File: config.mk
export PLATFORM = sky130hd
export DESIGN_NAME = mem_dump_reader
export DESIGN_NICKNAME = d
export VERILOG_FILES = /design/src/rtl/mem_dump_reader.sv
export SDC_FILE = /design/constraint.sdc
export NUM_CORES = 1
export LEC_CHECK = 0
export ABC_AREA = 1
export BUFFER_PORTS_ARGS = -buffer_cell sky130_fd_sc_hd__buf_2
export CAP_MARGIN = 20
export CORE_UTILIZATION = 44
export DETAILED_ROUTE_END_ITERATION = 8
export PLACE_DENSITY_LB_ADDON = 0.15
export RECOVER_POWER = 100
export SYNTH_ARGS = -nofsm -noshare
export SYNTH_HDL_FRONTEND = slang
export SYNTH_SLANG_ARGS = --single-unit
File: constraint.sdc
create_clock -name clk_i -period 4.45 [get_ports clk_i]
set_input_delay 0.445 -clock clk_i [delete_from_list [all_inputs] [get_ports clk_i]]
set_output_delay 0.445 -clock clk_i [all_outputs]
set_load 0.01 [all_outputs]
File: src/rtl/mem_dump_reader.sv
// Host-side reader for the processor memory-inspection port: walks an address
// range, streams each word over valid/ready with its address and keeps a checksum.
module mem_dump_reader #(
  parameter int ADDR_W   = 16,
  parameter int DATA_W   = 16,
  parameter int READ_LAT = 1
) (
  input  logic              clk_i,
  input  logic              rst_i,
  input  logic              start_i,
  input  logic              abort_i,
  input  logic [ADDR_W-1:0] base_addr_i,
  input  logic [ADDR_W-1:0] count_i,
  output logic [ADDR_W-1:0] mem_sel_o,
  input  logic [DATA_W-1:0] mem_out_i,
  output logic              out_valid_o,
  input  logic              out_ready_i,
  output logic [DATA_W-1:0] out_data_o,
  output logic [ADDR_W-1:0] out_addr_o,
  output logic              busy_o,
  output logic              done_o,
  output logic              aborted_o,
  output logic [DATA_W-1:0] checksum_o
);

  typedef enum logic [1:0] {IDLE, FETCH, PRESENT, DONE} state_e;

  localparam logic [3:0] LastWait = 4'(READ_LAT - 1);

  state_e            state_q, state_d;
  logic [ADDR_W-1:0] memSel_q, memSel_d;
  logic [ADDR_W-1:0] remain_q, remain_d;
  logic [ADDR_W-1:0] outAddr_q, outAddr_d;
  logic [DATA_W-1:0] outData_q, outData_d;
  logic [DATA_W-1:0] checksum_q, checksum_d;
  logic              outValid_q, outValid_d;
  logic              aborted_q, aborted_d;
  logic [3:0]        waitCnt_q, waitCnt_d;
  logic              handshake;

  assign handshake = outValid_q & out_ready_i;

  always_ff @(posedge clk_i) begin
    if (!rst_i) begin
      state_q    <= IDLE;
      memSel_q   <= '0;
      remain_q   <= '0;
      outAddr_q  <= '0;
      outData_q  <= '0;
      checksum_q <= '0;
      outValid_q <= 1'b0;
      aborted_q  <= 1'b0;
      waitCnt_q  <= '0;
    end else begin
      state_q    <= state_d;
      memSel_q   <= memSel_d;
      remain_q   <= remain_d;
      outAddr_q  <= outAddr_d;
      outData_q  <= outData_d;
      checksum_q <= checksum_d;
      outValid_q <= outValid_d;
      aborted_q  <= aborted_d;
      waitCnt_q  <= waitCnt_d;
    end
  end

  always_comb begin
    state_d    = state_q;
    memSel_d   = memSel_q;
    remain_d   = remain_q;
    outAddr_d  = outAddr_q;
    outData_d  = outData_q;
    checksum_d = checksum_q;
    outValid_d = outValid_q;
    aborted_d  = aborted_q;
    waitCnt_d  = waitCnt_q;
    case (state_q)
      IDLE: begin
        if (start_i) begin
          remain_d   = count_i;
          checksum_d = '0;
          aborted_d  = 1'b0;
          if (count_i == '0) begin
            state_d = DONE;
          end else begin
            memSel_d  = base_addr_i;
            waitCnt_d = '0;
            state_d   = FETCH;
          end
        end
      end
      FETCH: begin
        if (abort_i) begin
          aborted_d = 1'b1;
          state_d   = DONE;
        end else if (waitCnt_q == LastWait) begin
          outData_d  = mem_out_i;
          outAddr_d  = memSel_q;
          outValid_d = 1'b1;
          state_d    = PRESENT;
        end else begin
          waitCnt_d = waitCnt_q + 4'd1;
        end
      end
      PRESENT: begin
        // A handshake coinciding with abort completes first; abort then only
        // counts as an abort if words were still left afterwards.
        if (handshake) begin
          checksum_d = checksum_q + outData_q;
          remain_d   = remain_q - ADDR_W'(1);
          outValid_d = 1'b0;
          if (remain_q == ADDR_W'(1)) begin
            state_d = DONE;
          end else if (abort_i) begin
            aborted_d = 1'b1;
            state_d   = DONE;
          end else begin
            memSel_d  = memSel_q + ADDR_W'(1);
            waitCnt_d = '0;
            state_d   = FETCH;
          end
        end else if (abort_i) begin
          outValid_d = 1'b0;
          aborted_d  = 1'b1;
          state_d    = DONE;
        end
      end
      DONE: begin
        state_d = IDLE;
      end
      default: begin
        state_d = IDLE;
      end
    endcase
  end

  assign mem_sel_o   = memSel_q;
  assign out_valid_o = outValid_q;
  assign out_data_o  = outData_q;
  assign out_addr_o  = outAddr_q;
  assign busy_o      = (state_q == FETCH) || (state_q == PRESENT);
  assign done_o      = (state_q == DONE);
  assign aborted_o   = aborted_q;
  assign checksum_o  = checksum_q;

endmodule
### Word-level counts from Yosys, hierarchy flattened

Index checks and enable logic that the tools add are counted.

| word-level totals | value |
|---|---|
| register bits | 88 |
| input bits | 53 |
| output and inout bits | 68 |
| word-level logic and storage cells | 83 |

| cells by class | value |
|---|---|
| add/subtract/negate cells | 4 |
| eq/ne operators | 15 |
| mux-type cells | 39 |
| bitwise gates (word level) | 2 |
| reduce and logical (&&, ||, !) cells | 14 |

Operator list:

| kind | count |
|---|---|
| $mux 16 | 9 |
| $pmux 16 s2 | 3 |
| $mux 4 | 7 |
| $add 16x1->16 const B | 1 |
| $add 16x16->16 | 1 |
| $eq 16x1->1 const B | 1 |
| $logic_not 16->1 | 1 |
| $mux 2 | 8 |
| $ne 2x2->1 const B | 8 |
| $sub 16x1->16 const B | 1 |
| $pmux 4 s3 | 1 |
| $reduce_and 3->1 | 4 |
| $ne 3x3->1 const B | 3 |
| $mux 1 | 8 |
| $pmux 2 s4 | 1 |
| $reduce_and 8->1 | 1 |
| $reduce_and 6->1 | 1 |
| $add 4x1->4 const B | 1 |
| $eq 2x2->1 const B | 2 |
| $logic_not 4->1 | 1 |
| $reduce_and 4->1 | 1 |
| $reduce_bool 2->1 | 2 |
| $pmux 1 s3 | 1 |
| $reduce_bool 3->1 | 1 |
| other kinds (6) | 6 |

### Depth between registers and ports, before layout

Gate-level depths: netlist of the first run.

| logic depth | value |
|---|---|
| word-level depth | 5 |
| depth in mapped cells | 12 |
| gate-level depth less buffers | 11 |

### Worst setup path before layout of the first run

Ideal clock, no wire load.

| timing path | value |
|---|---|
| path kind | reg2reg |
| from | register state_q[0] |
| to | register checksum_q[13], in the netlist checksum_o[13] |
| library setup time | 0.135 ns |
| arrival | 1.566 ns |
| required time | 4.315 ns |
| setup slack | 2.749 ns |
| stages on the path, launching flop included | 12 |
| path buffers | 3 |
| period minus slack after synthesis | 1.701 ns |
| cells stage by stage | dfxtp_1 inv_1 ha_1 buf_6 o21ai_2 nor2_2 buf_6 nand2_4 clkinv_2 buf_6 nand3_2 a21oi_2 |

| on the way | value |
|---|---|
| word-level cells in the longest chain between the ends | 3 |
| elaborated cells between the ends (all ways) | 7 |
| classes of those cells | 3 x eq/ne; 1 x mux; 3 x reduce/logical |

Ends and longest elaborated chain:

| element | line | text |
|---|---|---|
| start: declaration | 30 | `state_e state_q, state_d;` |
| start signal: assignment | 55 | `state_q <= state_d;` |
| $eq 2x2->1 / $logic_not 2->1 (equally long branches) | 77 | `case (state_q)` |
| $ne 2x2->1 (no source line) / $reduce_bool 2->1 (equally long branches) | - |  |
| $reduce_and 3->1 (no source line) | - |  |
| end signal: assignment | 60 | `checksum_q <= checksum_d;` |
| end: declaration | 35 | `logic [DATA_W-1:0] checksum_q, checksum_d;` |

Several ways; a longest one is shown, not always the timed one.
A chain may end at the register's enable or synchronous reset.

### Worst setup path in the final report of the first run

| timing path | value |
|---|---|
| from | register state_q[0] |
| to | register memSel_q[3], in the netlist mem_sel_o[3] |

| on the way | value |
|---|---|
| word-level cells in the longest chain between the ends | 3 |
| elaborated cells between the ends (all ways) | 10 |
| classes of those cells | 6 x eq/ne; 1 x mux; 3 x reduce/logical |

Ends and longest elaborated chain:

| element | line | text |
|---|---|---|
| $eq 2x2->1 / $logic_not 2->1 (equally long branches) | 77 |  |
| $ne 2x2->1 (no source line) / $reduce_bool 2->1 (equally long branches) | - |  |
| $reduce_and 6->1 (no source line) | - |  |
| end signal: assignment | 56 | `memSel_q <= memSel_d;` |
| end: declaration | 31 | `logic [ADDR_W-1:0] memSel_q, memSel_d;` |

Several ways; a longest one is shown, not always the timed one.

==> insert_results.sql, run 1 <==
INSERT INTO impl_metrics (metric_group, metric, value, unit) VALUES
('timing', 'transition_time_of_the_tightest_slew_check_pin', '0.9936', 'ns'),
('synth', 'post_synthesis_sequential_element_count', '88', ''),
('detailed_routing', 'drt-vias-per-instance', '4.939', ''),
('cts', 'clock_latency', '0.35', 'ns'),
('worst_setup_path', 'endpoint_kind', 'flop', ''),
('final_layout', 'layout.cell_area.non_filler', '6367', 'µm²'),
('synth', 'syn_area', '5562', 'µm²'),
('cts', 'post_cts_setup_buffers', '0', ''),
('cts', 'cts_hold_repair.buffers', '0', ''),
('min_path', 'min_path_cells', '3', ''),
('final_layout', 'num-nets-final', '1037', ''),
('cts', 'cts_made_buffers', '9', ''),
('worst_setup_path', 'worst-endpoint-required', '4.73', 'ns'),
('worst_setup_path', 'cp.arrival', '3.60', 'ns'),
('final_layout', 'utilization', '52.36', '%'),
('placement', 'total_placed_instance_area', '6222', 'µm²'),
('power_and_ir_drop', 'power_density_of_the_placed_cells', '595.2', 'nW/µm²'),
('worst_setup_path', 'worstSetupStartpointType', 'flop', ''),
('final_layout', 'n_fill_cell', '1321', ''),
('timing', 'timing.clock.skew', '0.01088', 'ns'),
('timing', 'maxSlewViolCount', '0', ''),
('synth', 'unique_cell_type_count_in_the_yosys_netlist', '42', ''),
('min_path', 'holdPathEnd', 'out_data_o[11]', ''),
('synth', 'yosysWarningCount', '0', ''),
('synth', 'netlist_instances', '853', ''),
('detailed_routing', 'route.vias.total', '5586', ''),
('grt', 'grt.overflow.total', '0', ''),
('die', 'starting_density_of_the_core', '45.73', '%'),
('timing', 'totalNegativeSetupSlack', '0', 'ns'),
('power_and_ir_drop', 'p_leak', '0.002827', 'µW'),
('flow_run', 'timing.max_cap.violations', '0', ''),
('cts', 'cts_tree', 'yes', ''),
('detailed_routing', 'routed_wirelength', '14.68', 'mm'),
('final_layout', 'layout.cells.most_common', 'sky130_fd_sc_hd__nand2_1', ''),
('placement', 'gp_routability_congestion', '0.8417', ''),
('cts', 'number_of_cells_upsized_or_downsized_after_cts', '0', ''),
('timing', 'finalSetupViolCount', '0', ''),
('placement', 'buffer_ports.inserted', '120', ''),
('grt', 'pin_count_of_the_biggest_net_entering_global_routing', '48', ''),
('worst_setup_path', 'r2r-end', 'mem_sel_o[3]', ''),
('cts', 'cts_root_buf', 'sky130_fd_sc_hd__clkbuf_16', ''),
('synth', 'synthesis.area_per_instance', '6.520', 'µm²'),
('timing', 'max_freq', '300.7', 'MHz'),
('timing', 'hold_viol_final', '0', ''),
('min_path', 'hold_path.startpoint', 'mem_out_i[11]', ''),
('cts', 'numClockSinks', '88', ''),
('timing', 'rsz0062_at_grt', 'false', ''),
('run_status', 'outcome', 'complete, no violations', ''),
('final_layout', 'final_cell_mix', '216 x sky130_fd_sc_hd__nand2_1, 110 x sky130_fd_sc_hd__nor2_1, 93 x sky130_fd_sc_hd__inv_1', ''),
('detailed_routing', 'drt_iter0_drc', '331', ''),
('worst_setup_path', 'top_fanout_value_on_the_critical_path', '24', ''),
('power_and_ir_drop', 'max-vdd-ir-drop', '0.4883', 'mV'),
('cts', 'clock_path_buffers', '2', ''),
('timing', 'layout_setup_ws', '1.125', 'ns'),
('die', 'floorplan.core_area', '12160', 'µm²'),
('synth', 'post_synthesis_sequential_area_ratio', '31.68', '%'),
('die', 'io_pins', '121', ''),
('placement', 'detailed_place_hpwl', '10.79', 'mm'),
('die', 'num_rows', '40', ''),
('detailed_routing', 'wire_per_inst', '12.98', 'µm'),
('worst_setup_path', 'worst_r2r_path_depth', '10', ''),
('min_path', 'worst_hold_path_type', 'in -> reg', ''),
('detailed_routing', 'drt_first_pass_iters', '5', ''),
('grt', 'global_route_wire_length_before_repair', '24.12', 'mm'),
('timing', 'final_critical_path_required_period', '3.325', 'ns'),
('synth', 'synth-edff-count', '0', ''),
('detailed_routing', 'detail_route.drc_violations', '0', ''),
('die', 'floorplan.die.width', '114.4', 'µm'),
('cts', 'htreeDepth', '3', ''),
('grt', 'antenna_found_initial', '0', ''),
('die', 'die_y', '114.4', 'µm');
## metrics by stage
step / instances / power [µW] / hold WS [ns]
5_1_grt: 1131 / 4130 / 0.3558
4_1_cts: 1131 / 3898 / 0.3378
6_report: 1131 / 3790 / 0.3516
3_5_place_dp: 1115 / 3140 / 0.4568
3_3_place_gp: 1115 / 3136 / 0.4565
2_1_floorplan: 853 / 2704 / 0.4435
## cell usage after synthesis (2+ instances only)
library cell | instances | share of area (%)
sky130_fd_sc_hd__nor3_1 | 7 | 0.63
sky130_fd_sc_hd__inv_1 | 92 | 6.2
sky130_fd_sc_hd__a31oi_1 | 3 | 0.34
sky130_fd_sc_hd__ha_1 | 25 | 5.6
sky130_fd_sc_hd__xor2_1 | 5 | 0.79
sky130_fd_sc_hd__nand3_2 | 8 | 1.4
sky130_fd_sc_hd__or2_2 | 3 | 0.34
sky130_fd_sc_hd__clkbuf_2 | 2 | 0.18
sky130_fd_sc_hd__xnor2_1 | 4 | 0.63
sky130_fd_sc_hd__nor2_4 | 3 | 0.61
sky130_fd_sc_hd__dfxtp_1 | 88 | 32
sky130_fd_sc_hd__o22ai_1 | 2 | 0.22
sky130_fd_sc_hd__nand3_1 | 51 | 4.6
sky130_fd_sc_hd__nor3_2 | 3 | 0.54
sky130_fd_sc_hd__buf_2 | 10 | 0.90
sky130_fd_sc_hd__inv_2 | 4 | 0.27
sky130_fd_sc_hd__o211ai_1 | 2 | 0.27
sky130_fd_sc_hd__o21ai_1 | 6 | 0.54
sky130_fd_sc_hd__nand2_1 | 214 | 14
sky130_fd_sc_hd__nor2_1 | 109 | 7.4
sky130_fd_sc_hd__o21ai_0 | 72 | 6.5
sky130_fd_sc_hd__clkbuf_1 | 11 | 0.74
sky130_fd_sc_hd__nand3b_1 | 4 | 0.54
sky130_fd_sc_hd__a21oi_2 | 11 | 1.7
sky130_fd_sc_hd__nand4_1 | 10 | 1.1
sky130_fd_sc_hd__a21oi_1 | 66 | 5.9
sky130_fd_sc_hd__o21ai_2 | 2 | 0.32
sky130_fd_sc_hd__nor2_2 | 9 | 1.0
sky130_fd_sc_hd__buf_6 | 5 | 1.0
sky130_fd_sc_hd__nand2_2 | 9 | 1.0
sky130_fd_sc_hd__nand3_4 | 2 | 0.63
## how the worst max path moves through the flow
stage                     startpoint              to  slack (ns)  cells after the start
after floorplan           state_q[0]  checksum_o[13]        2.75                     11
final                     state_q[0]    mem_sel_o[3]        1.12                     10
after global placement    state_q[1]  out_addr_o[15]        1.78                     10
after detailed placement  state_q[1]   out_addr_o[0]        1.72                     10
after CTS                 state_q[1]   out_addr_o[0]        1.70                     10
after global routing      state_q[0]    mem_sel_o[2]        0.70                     10
## flip-flops by register name (all words and copies together), names as in the netlist
signal / cells
checksum_o: 16
out_data_o: 16
mem_sel_o: 16
state_q: 2
out_valid_o: 1
aborted_o: 1
out_addr_o: 16
waitCnt_q: 4
remain_q: 16
## kinds of logic (layout without fill, tap and decap cells)
| group | after synthesis | in the layout | synth area share [%] |
|---|---|---|---|
| AOI/OAI and AO/OA | 167 | 167 | 16.27 |
| xor gates and xnor gates | 9 | 9 | 1.417 |
| adders and majority gates | 26 | 26 | 5.984 |
| buffers and inverters | 130 | 240 | 10.19 |
| DFF | 88 | 88 | 31.68 |
| and+or+nand+nor | 433 | 433 | 34.47 |
## cell type report
type	count	area (µm²)	share of cell area (%)
Clock buffer	12	236.5	3.714
Clock inverter	4	45.04	0.7074
Inverter	98	369.1	5.797
Multi-Input combinational cell	635	3192	50.13
Sequential cell	88	1762	27.67
Tap cell	168	210.2	3.301
Timing Repair Buffer	126	553.0	8.685
## critical path: stages (launching register included)
cell,delay (ns)
sky130_fd_sc_hd__dfxtp_1,0.40
sky130_fd_sc_hd__inv_1,0.11
sky130_fd_sc_hd__ha_1,0.49
sky130_fd_sc_hd__clkbuf_1,0.53
sky130_fd_sc_hd__nand2_1,0.16
sky130_fd_sc_hd__o21ai_0,0.20
sky130_fd_sc_hd__nor2_4,0.18
sky130_fd_sc_hd__nand2_1,0.07
sky130_fd_sc_hd__nor2_1,0.73
sky130_fd_sc_hd__o21ai_0,0.21
sky130_fd_sc_hd__a21oi_1,0.18
## where the power goes
part	total [µW]	leakage (µW)	internal (µW)	switching [µW]
Clock	743	0.000140	433	310
Sequential	1240	0.000719	1010	237
Combinational	1800	0.00197	591	1210
## layer usage
metal	vias to the layer above	GRT usage (%)	wire (µm)
met2	133	38.83	6699
met5	-	0	0
met1	2481	30.71	7051
met3	13	4.764	768
met4	0	6.753	163
li1	2959	-	-
(Power assumes the default switching activity.)
==> run 2, diff against run 1 <==
- ABC_AREA: 1 -> 0
- clock period: 4.45 -> 2.8 ns (I/O delays scaled with it)
==> run 2 against run 1 <==
Register-to-register slack got worse by 0.81 ns; worst setup slack got worse by 0.81 ns; synthesized cell count decreased by 25%; sequential share of layout area increased by 3.0 points; combinational power increased by 38%.
==> insert_results.sql, run 2 <==
INSERT INTO impl_metrics (metric_group, metric, value, unit) VALUES
('power_and_ir_drop', 'max-vdd-ir-drop', '0.4165', 'mV'),
('placement', 'gp_routability_congestion', '0.8574', ''),
('synth', 'synthMostInstantiatedCell', 'sky130_fd_sc_hd__nand2_1', ''),
('final_layout', 'utilization', '52.98', '%'),
('cts', 'clock_path_buffers', '2', ''),
('synth', 'syn_area', '4881', 'µm²'),
('power_and_ir_drop', 'fin_total_pwr', '5347', 'µW'),
('grt', 'grt.overflow.total', '0', ''),
('timing', 'totalNegativeSetupSlack', '0', 'ns'),
('synth', 'yosysWarningCount', '0', ''),
('cts', 'cts_tree', 'yes', ''),
('die', 'floorplan.die.width', '107.3', 'µm'),
('grt', 'antenna_found_initial', '0', ''),
('cts', 'cts_root_buf', 'sky130_fd_sc_hd__clkbuf_8', ''),
('grt', 'pin_count_of_the_biggest_net_entering_global_routing', '45', ''),
('cts', 'numClockSinks', '88', ''),
('final_layout', 'final_cell_mix', '111 x sky130_fd_sc_hd__nand2_1, 91 x sky130_fd_sc_hd__a21oi_1, 88 x sky130_fd_sc_hd__dfxtp_1', ''),
('cts', 'htreeDepth', '3', ''),
('synth', 'synth.top_cell.area_share', '36.09', '%'),
('cts', 'cts_made_buffers', '9', ''),
('synth', 'netlist_instances', '644', ''),
('detailed_routing', 'wire_per_inst', '15.49', 'µm'),
('die', 'io_pins', '121', ''),
('synth', 'synth-edff-count', '0', ''),
('timing', 'final_min_period_over_clock_period', '88.90', '%'),
('min_path', 'worst_hold_path_type', 'in -> reg', ''),
('detailed_routing', 'drt_first_pass_iters', '5', ''),
('final_layout', 'final_layout_size_suffix_gt1_share', '12.20', '%'),
('timing', 'transition_time_of_the_tightest_slew_check_pin', '0.7903', 'ns'),
('detailed_routing', 'drt_iter0_drc', '254', ''),
('die', 'starting_density_of_the_core', '45.03', '%'),
('timing', 'max_freq', '401.8', 'MHz'),
('run_status', 'outcome', 'complete, no violations', ''),
('final_layout', 'antenna_cells', '0', ''),
('die', 'num_rows', '38', ''),
('synth', 'mapped_nets', '723', ''),
('timing', 'hold-worst-slack', '0.1254', 'ns'),
('power_and_ir_drop', 'power_density_of_the_placed_cells', '931.0', 'nW/µm²'),
('synth', 'unique_cell_type_count_in_the_yosys_netlist', '60', ''),
('placement', 'detailed_place_hpwl', '9.700', 'mm'),
('timing', 'rsz0062_at_grt', 'false', ''),
('placement', 'post-place-ws', '0.2926', 'ns'),
('detailed_routing', 'drt-vias-per-instance', '5.681', ''),
('synth', 'synthesis.area_per_instance', '7.579', 'µm²'),
('placement', 'buffer_ports.inserted', '120', ''),
('timing', 'max-slew-margin-rel', '47.12', '%'),
('detailed_routing', 'detail_route.drc_violations', '0', ''),
('synth', 'synth.area.top_cells', 'sky130_fd_sc_hd__dfxtp_1 36%, sky130_fd_sc_hd__a21oi_1 9.3%, sky130_fd_sc_hd__nand2_1 8.5%, sky130_fd_sc_hd__ha_1 6.4%, sky130_fd_sc_hd__o21ai_0 3.7%', ''),
('synth', 'synth_largest_area_cell', 'sky130_fd_sc_hd__dfxtp_1', ''),
('synth', 'post_synthesis_sequential_area_ratio', '36.09', '%'),
('grt', 'globalRouteTotalUtil', '24.86', '%'),
('cts', 'post_cts_setup_buffers', '0', ''),
('final_layout', 'layout-area-overhead-vs-synth', '17.66', '%'),
('synth', 'synth_cell_count_leaders', '111 x sky130_fd_sc_hd__nand2_1, 91 x sky130_fd_sc_hd__a21oi_1, 88 x sky130_fd_sc_hd__dfxtp_1', ''),
('die', 'die_area', '11520', 'µm²'),
('power_and_ir_drop', 'p_leak', '0.002228', 'µW'),
('final_layout', 'layout.cells.most_common', 'sky130_fd_sc_hd__nand2_1', ''),
('timing', 'layout_setup_ws', '0.3109', 'ns'),
('timing', 'hold_viol_final', '0', ''),
('worst_setup_path', 'worst_path_class_setup', 'reg -> reg', ''),
('synth', 'synth-main-ff-cell', 'sky130_fd_sc_hd__dfxtp_1', ''),
('worst_setup_path', 'endpoint_kind', 'flop', ''),
('worst_setup_path', 'worstSetupStartpointType', 'flop', ''),
('cts', 'clkTransAtPathRegs', '0.09', 'ns'),
('grt', 'first_global_vias', '4867', ''),
('detailed_routing', 'routed_wirelength', '13.85', 'mm'),
('cts', 'clock_latency', '0.39', 'ns'),
('timing', 'timing.clock.skew', '0.01382', 'ns'),
('synth', 'post_synthesis_sequential_element_count', '88', ''),
('worst_setup_path', 'cp.arrival', '2.79', 'ns'),
('flow_run', 'timing.max_cap.violations', '0', ''),
('die', 'die_y', '107.3', 'µm'),
('cts', 'cts_hold_repair.buffers', '0', ''),
('worst_setup_path', 'worst-endpoint-required', '3.10', 'ns'),
('worst_setup_path', 'top_fanout_value_on_the_critical_path', '26', ''),
('timing', 'final_critical_path_required_period', '2.489', 'ns'),
('final_layout', 'num-nets-final', '828', ''),
('die', 'floorplan.core_area', '10840', 'µm²'),
('timing', 'maxSlewViolCount', '0', ''),
('detailed_routing', 'route.vias.total', '5079', ''),
('timing', 'finalSetupViolCount', '0', ''),
('grt', 'global_route_wire_length_before_repair', '22.66', 'mm'),
('detailed_routing', 'antenna_left', '0', ''),
('synth', 'async_reset_ff_share', '0', '%');
## run 2: timing repair
item,4_1_cts,5_1_grt
setup endpoints to repair,0,2
hold endpoints to repair,0,0
gates resized for setup,0,1
## run 2: area by class of cell
type | count | area, µm²
flip-flops and latches | 88 | 1762
inverters | 23 | 86.33
fillers | 1083 | 5097
clock inverters | 5 | 80.08
clock buffers | 11 | 141.4
well taps | 140 | 175.2
multi-input cells | 495 | 2873
repair buffers | 132 | 625.6
## run 2: where the power goes
| part | internal [µW] | total, µW | switching, µW |
|---|---|---|---|
| logic | 901 | 2490 | 1590 |
| registers | 1520 | 1840 | 323 |
| clock network | 526 | 1020 | 489 |
| total | 2950 | 5350 | 2400 |
## run 2: worst paths after layout
path / end / cells past startpoint / from / slack [ns]
worst min-delay path: out_data_o[8] / 3 / mem_out_i[8] / 0.13
worst max register to register: state_q[0] / 7 / state_q[0] / 0.31
worst max-delay path: state_q[0] / 7 / state_q[0] / 0.31
worst min register to register: out_addr_o[5] / 2 / out_addr_o[5] / 0.46
## run 2: logic make-up after synthesis
family	Yosys count	share of synthesized area, %
DFF	88	36.09
adders and majority gates	26	6.819
muxes	2	0.4358
AOI/OAI and AO/OA	212	26.79
xor gates and xnor gates	9	1.615
buffers and inverters	61	4.922
and+or+nand+nor	246	23.33
## run 2: critical path, stage by stage, from the launching register on
cell and delay [ns]:
sky130_fd_sc_hd__dfxtp_1 0.35, sky130_fd_sc_hd__inv_1 0.12, sky130_fd_sc_hd__ha_2 0.42, sky130_fd_sc_hd__clkbuf_2 0.52
sky130_fd_sc_hd__a22oi_1 0.12, sky130_fd_sc_hd__o21ai_0 0.47, sky130_fd_sc_hd__a2111oi_0 0.14, sky130_fd_sc_hd__a211oi_1 0.25
## run 2: through the flow
step | std cells | area, µm²
floorplan | 644 | 4881
global placement | 878 | 5629
detailed placement | 878 | 5629
CTS | 894 | 5851
global route | 894 | 5743
finish | 894 | 5743
## run 2: layer usage
metal | vias to the layer above | routed length, µm | part of all wire [%] | global-route usage (%)
li1 | 2506 | - | - | -
met3 | 30 | 759 | 5.5 | 4.116
met1 | 2390 | 6156 | 44 | 30.57
met2 | 153 | 6545 | 47 | 41.84
met5 | - | 0 | 0 | 0
met4 | 0 | 383 | 2.8 | 12.62
==> run 3, diff against run 2 <==
- BUFFER_PORTS_ARGS: -buffer_cell sky130_fd_sc_hd__buf_2 -> -buffer_cell sky130_fd_sc_hd__buf_4
==> run 3 against run 2 <==
Final cell count increased by 0.11%; die area unchanged; fmax fell by 3.8%; clock power shrank 7%; sequential share of layout area fell by 0.55 points; hold slack improved by 0.0092 ns; via count is essentially flat; clock skew down 0.0022 ns.
==> insert_results.sql, run 3 (synthesis results as in run 2) <==
INSERT INTO impl_metrics (metric_group, metric, value, unit) VALUES
('timing', 'hold_viol_final', '0', ''),
('final_layout', 'final_layout_size_suffix_gt1_share', '12.32', '%'),
('worst_setup_path', 'top_fanout_value_on_the_critical_path', '22', ''),
('grt', 'global_route_wire_length_before_repair', '22.83', 'mm'),
('grt', 'grt.overflow.total', '0', ''),
('grt', 'pin_count_of_the_biggest_net_entering_global_routing', '46', ''),
('power_and_ir_drop', 'p_seq_share', '34.8', '%'),
('placement', 'total_placed_instance_area', '5919', 'µm²'),
('worst_setup_path', 'worst_r2r_path_depth', '9', ''),
('die', 'num_rows', '38', ''),
('detailed_routing', 'routed_wirelength', '13.83', 'mm'),
('grt', 'first_global_vias', '4778', ''),
('final_layout', 'antenna_cells', '0', ''),
('worst_setup_path', 'endpoint_kind', 'flop', ''),
('final_layout', 'final_cell_mix', '111 x sky130_fd_sc_hd__nand2_1, 90 x sky130_fd_sc_hd__a21oi_1, 88 x sky130_fd_sc_hd__dfxtp_1', ''),
('cts', 'clock_latency', '0.38', 'ns'),
('final_layout', 'multi_input_combinational_cell_area', '2882', 'µm²'),
('final_layout', 'reg_area', '1762', 'µm²'),
('die', 'io_pins', '121', ''),
('detailed_routing', 'antenna_left', '0', ''),
('final_layout', 'layout-area-overhead-vs-synth', '19.82', '%'),
('die', 'die_area', '11520', 'µm²'),
('final_layout', 'n_fill_cell', '1113', ''),
('final_layout', 'layout.cells.most_common', 'sky130_fd_sc_hd__nand2_1', ''),
('placement', 'buffer_ports.inserted', '120', ''),
('worst_setup_path', 'worst-endpoint-required', '3.04', 'ns'),
('cts', 'numClockSinks', '88', ''),
('timing', 'timing.clock.skew', '0.01161', 'ns'),
('die', 'starting_density_of_the_core', '45.03', '%'),
('final_layout', 'utilization', '53.95', '%'),
('detailed_routing', 'drt_iter0_drc', '240', ''),
('power_and_ir_drop', 'p_sw', '2409', 'µW'),
('timing', 'maxSlewViolCount', '0', ''),
('cts', 'cts_tree', 'yes', ''),
('timing', 'finalSetupViolCount', '0', ''),
('cts', 'clock_path_buffers', '2', ''),
('worst_setup_path', 'critical_path.cell_chain', 'inv_1 > ha_2 > nand2_1 > nor4_1 > a21oi_2 > and3_1 > and2_0 > a22oi_2 > nor2_1', ''),
('power_and_ir_drop', 'clock_power_share', '17.9', '%'),
('timing', 'rsz0062_at_grt', 'false', ''),
('worst_setup_path', 'worst_path_max_delay_cell', 'sky130_fd_sc_hd__nor4_1', ''),
('run_status', 'outcome', 'complete, no violations', ''),
('die', 'die_y', '107.3', 'µm'),
('detailed_routing', 'route.vias.total', '5078', ''),
('final_layout', 'final_cell_count_no_fill', '895', ''),
('die', 'floorplan.die.width', '107.3', 'µm'),
('placement', 'detailed_place_hpwl', '9.920', 'mm'),
('worst_setup_path', 'critical_path.max_stage_delay', '0.49', 'ns'),
('timing', 'final_min_period_over_clock_period', '92.38', '%'),
('timing', 'transition_time_of_the_tightest_slew_check_pin', '0.8676', 'ns'),
('worst_setup_path', 'worstSetupStartpointType', 'flop', ''),
('detailed_routing', 'drt-vias-per-instance', '5.674', ''),
('grt', 'antenna_found_initial', '0', ''),
('worst_setup_path', 'timing.critical_path.to', 'waitCnt_q[3]', ''),
('timing', 'max_freq', '386.6', 'MHz'),
('cts', 'cts_made_buffers', '9', ''),
('power_and_ir_drop', 'max-vdd-ir-drop', '0.4887', 'mV'),
('timing', 'max-slew-margin-rel', '42.08', '%'),
('worst_setup_path', 'worst_path_class_setup', 'reg -> reg', ''),
('placement', 'dp_cells', '880', ''),
('detailed_routing', 'wire_per_inst', '15.45', 'µm'),
('power_and_ir_drop', 'int_power', '2881', 'µW'),
('placement', 'post-place-ws', '0.2456', 'ns'),
('final_layout', 'num-nets-final', '830', ''),
('cts', 'cts_root_buf', 'sky130_fd_sc_hd__clkbuf_8', ''),
('worst_setup_path', 'cp.arrival', '2.83', 'ns'),
('power_and_ir_drop', 'p_leak', '0.002270', 'µW'),
('power_and_ir_drop', 'comb_power_share', '47.3', '%'),
('min_path', 'min_path_cells', '3', ''),
('flow_run', 'timing.max_cap.violations', '0', ''),
('detailed_routing', 'drt_first_pass_iters', '5', ''),
('final_layout', 'layout.cell_area.non_filler', '5848', 'µm²'),
('grt', 'globalRouteTotalUtil', '24.93', '%'),
('cts', 'htreeDepth', '3', ''),
('die', 'floorplan.core_area', '10840', 'µm²'),
('worst_setup_path', 'rrSetupSlack', '0.21', 'ns'),
('power_and_ir_drop', 'p_sw_share', '45.54', '%'),
('cts', 'post_cts_setup_buffers', '0', ''),
('worst_setup_path', 'crit_start', 'state_q[0]', ''),
('timing', 'layout_setup_ws', '0.2135', 'ns'),
('power_and_ir_drop', 'power_density_of_the_placed_cells', '904.7', 'nW/µm²'),
('detailed_routing', 'detail_route.drc_violations', '0', ''),
('min_path', 'worst_hold_path_type', 'in -> reg', ''),
('placement', 'gp_routability_congestion', '0.8535', ''),
('worst_setup_path', 'r2r-start', 'state_q[0]', ''),
('timing', 'totalNegativeSetupSlack', '0', 'ns'),
('timing', 'final_critical_path_required_period', '2.587', 'ns'),
('worst_setup_path', 'r2r-end', 'waitCnt_q[3]', ''),
('cts', 'clkTransAtPathRegs', '0.09', 'ns');
[run 3: changes by cell type in the layout (fill, tap and decap cells not counted), sizes merged]
cell      before  now
buf           62   63
clkinv         2    3
inv           22   23
clkinvlp       2    0
clkbuf        81   82
bufinv         2    1
[run 3: area by class of cell]
cell class | count | share of cell area, %
repair buffers | 134 | 12.64
clock buffers | 11 | 2.589
inverters | 23 | 1.476
well taps | 140 | 2.995
flip-flops and latches | 88 | 30.12
clock inverters | 4 | 0.8986
multi-input cells | 495 | 49.27
[run 3: how the worst min path moves through the flow]
| stage | from | to |
|---|---|---|
| after floorplan | mem_out_i[0] | out_data_o[0] |
| after global placement | out_addr_o[8] | out_addr_o[8] |
| after detailed placement | out_addr_o[7] | out_addr_o[7] |
| after CTS | mem_out_i[5] | out_data_o[5] |
| after global routing | mem_out_i[11] | out_data_o[11] |
| final | mem_out_i[5] | out_data_o[5] |
[run 3: stage by stage]
| stage | hold WS (ns) | total power (µW) |
|---|---|---|
| 6_report | 0.1346 | 5291 |
| 2_1_floorplan | 0.4160 | 3617 |
| 4_1_cts | 0.1217 | 5464 |
| 3_5_place_dp | 0.4490 | 4510 |
| 5_1_grt | 0.1283 | 5703 |
| 3_3_place_gp | 0.4437 | 4417 |
[run 3: power groups by stage]
stage | Clock [µW] | Sequential [µW] | Combinational [µW]
after floorplan | 0 | 1850 | 1760
after global placement | 0 | 1860 | 2560
after detailed placement | 0 | 1870 | 2640
after CTS | 969 | 1840 | 2650
after global routing | 1020 | 1890 | 2800
final | 947 | 1840 | 2500
[run 3: what timing repair did]
item	4_1_cts	5_1_grt
hold buffers	0	0
endpoints found under the hold margin	0	0
resized for setup	0	1
setup endpoints to repair	0	2
[run 3: worst max-delay path: cells and delay by family, from the launching register on]
family,cells,cell delay [ns]
and+or+nand+nor,5,1.15
adders and majority gates,1,0.45
DFF,1,0.36
AOI/OAI and AO/OA,2,0.34
buffers and inverters,1,0.12
[run 3: layer usage]
metal  share of wire [%]  vias up  track usage [%]
met5                   0        -                0
met4                 2.3        0            11.55
met3                 6.0       26            4.661
met2                  47      160            41.20
met1                  45     2379            31.34
li1                    -     2513                -
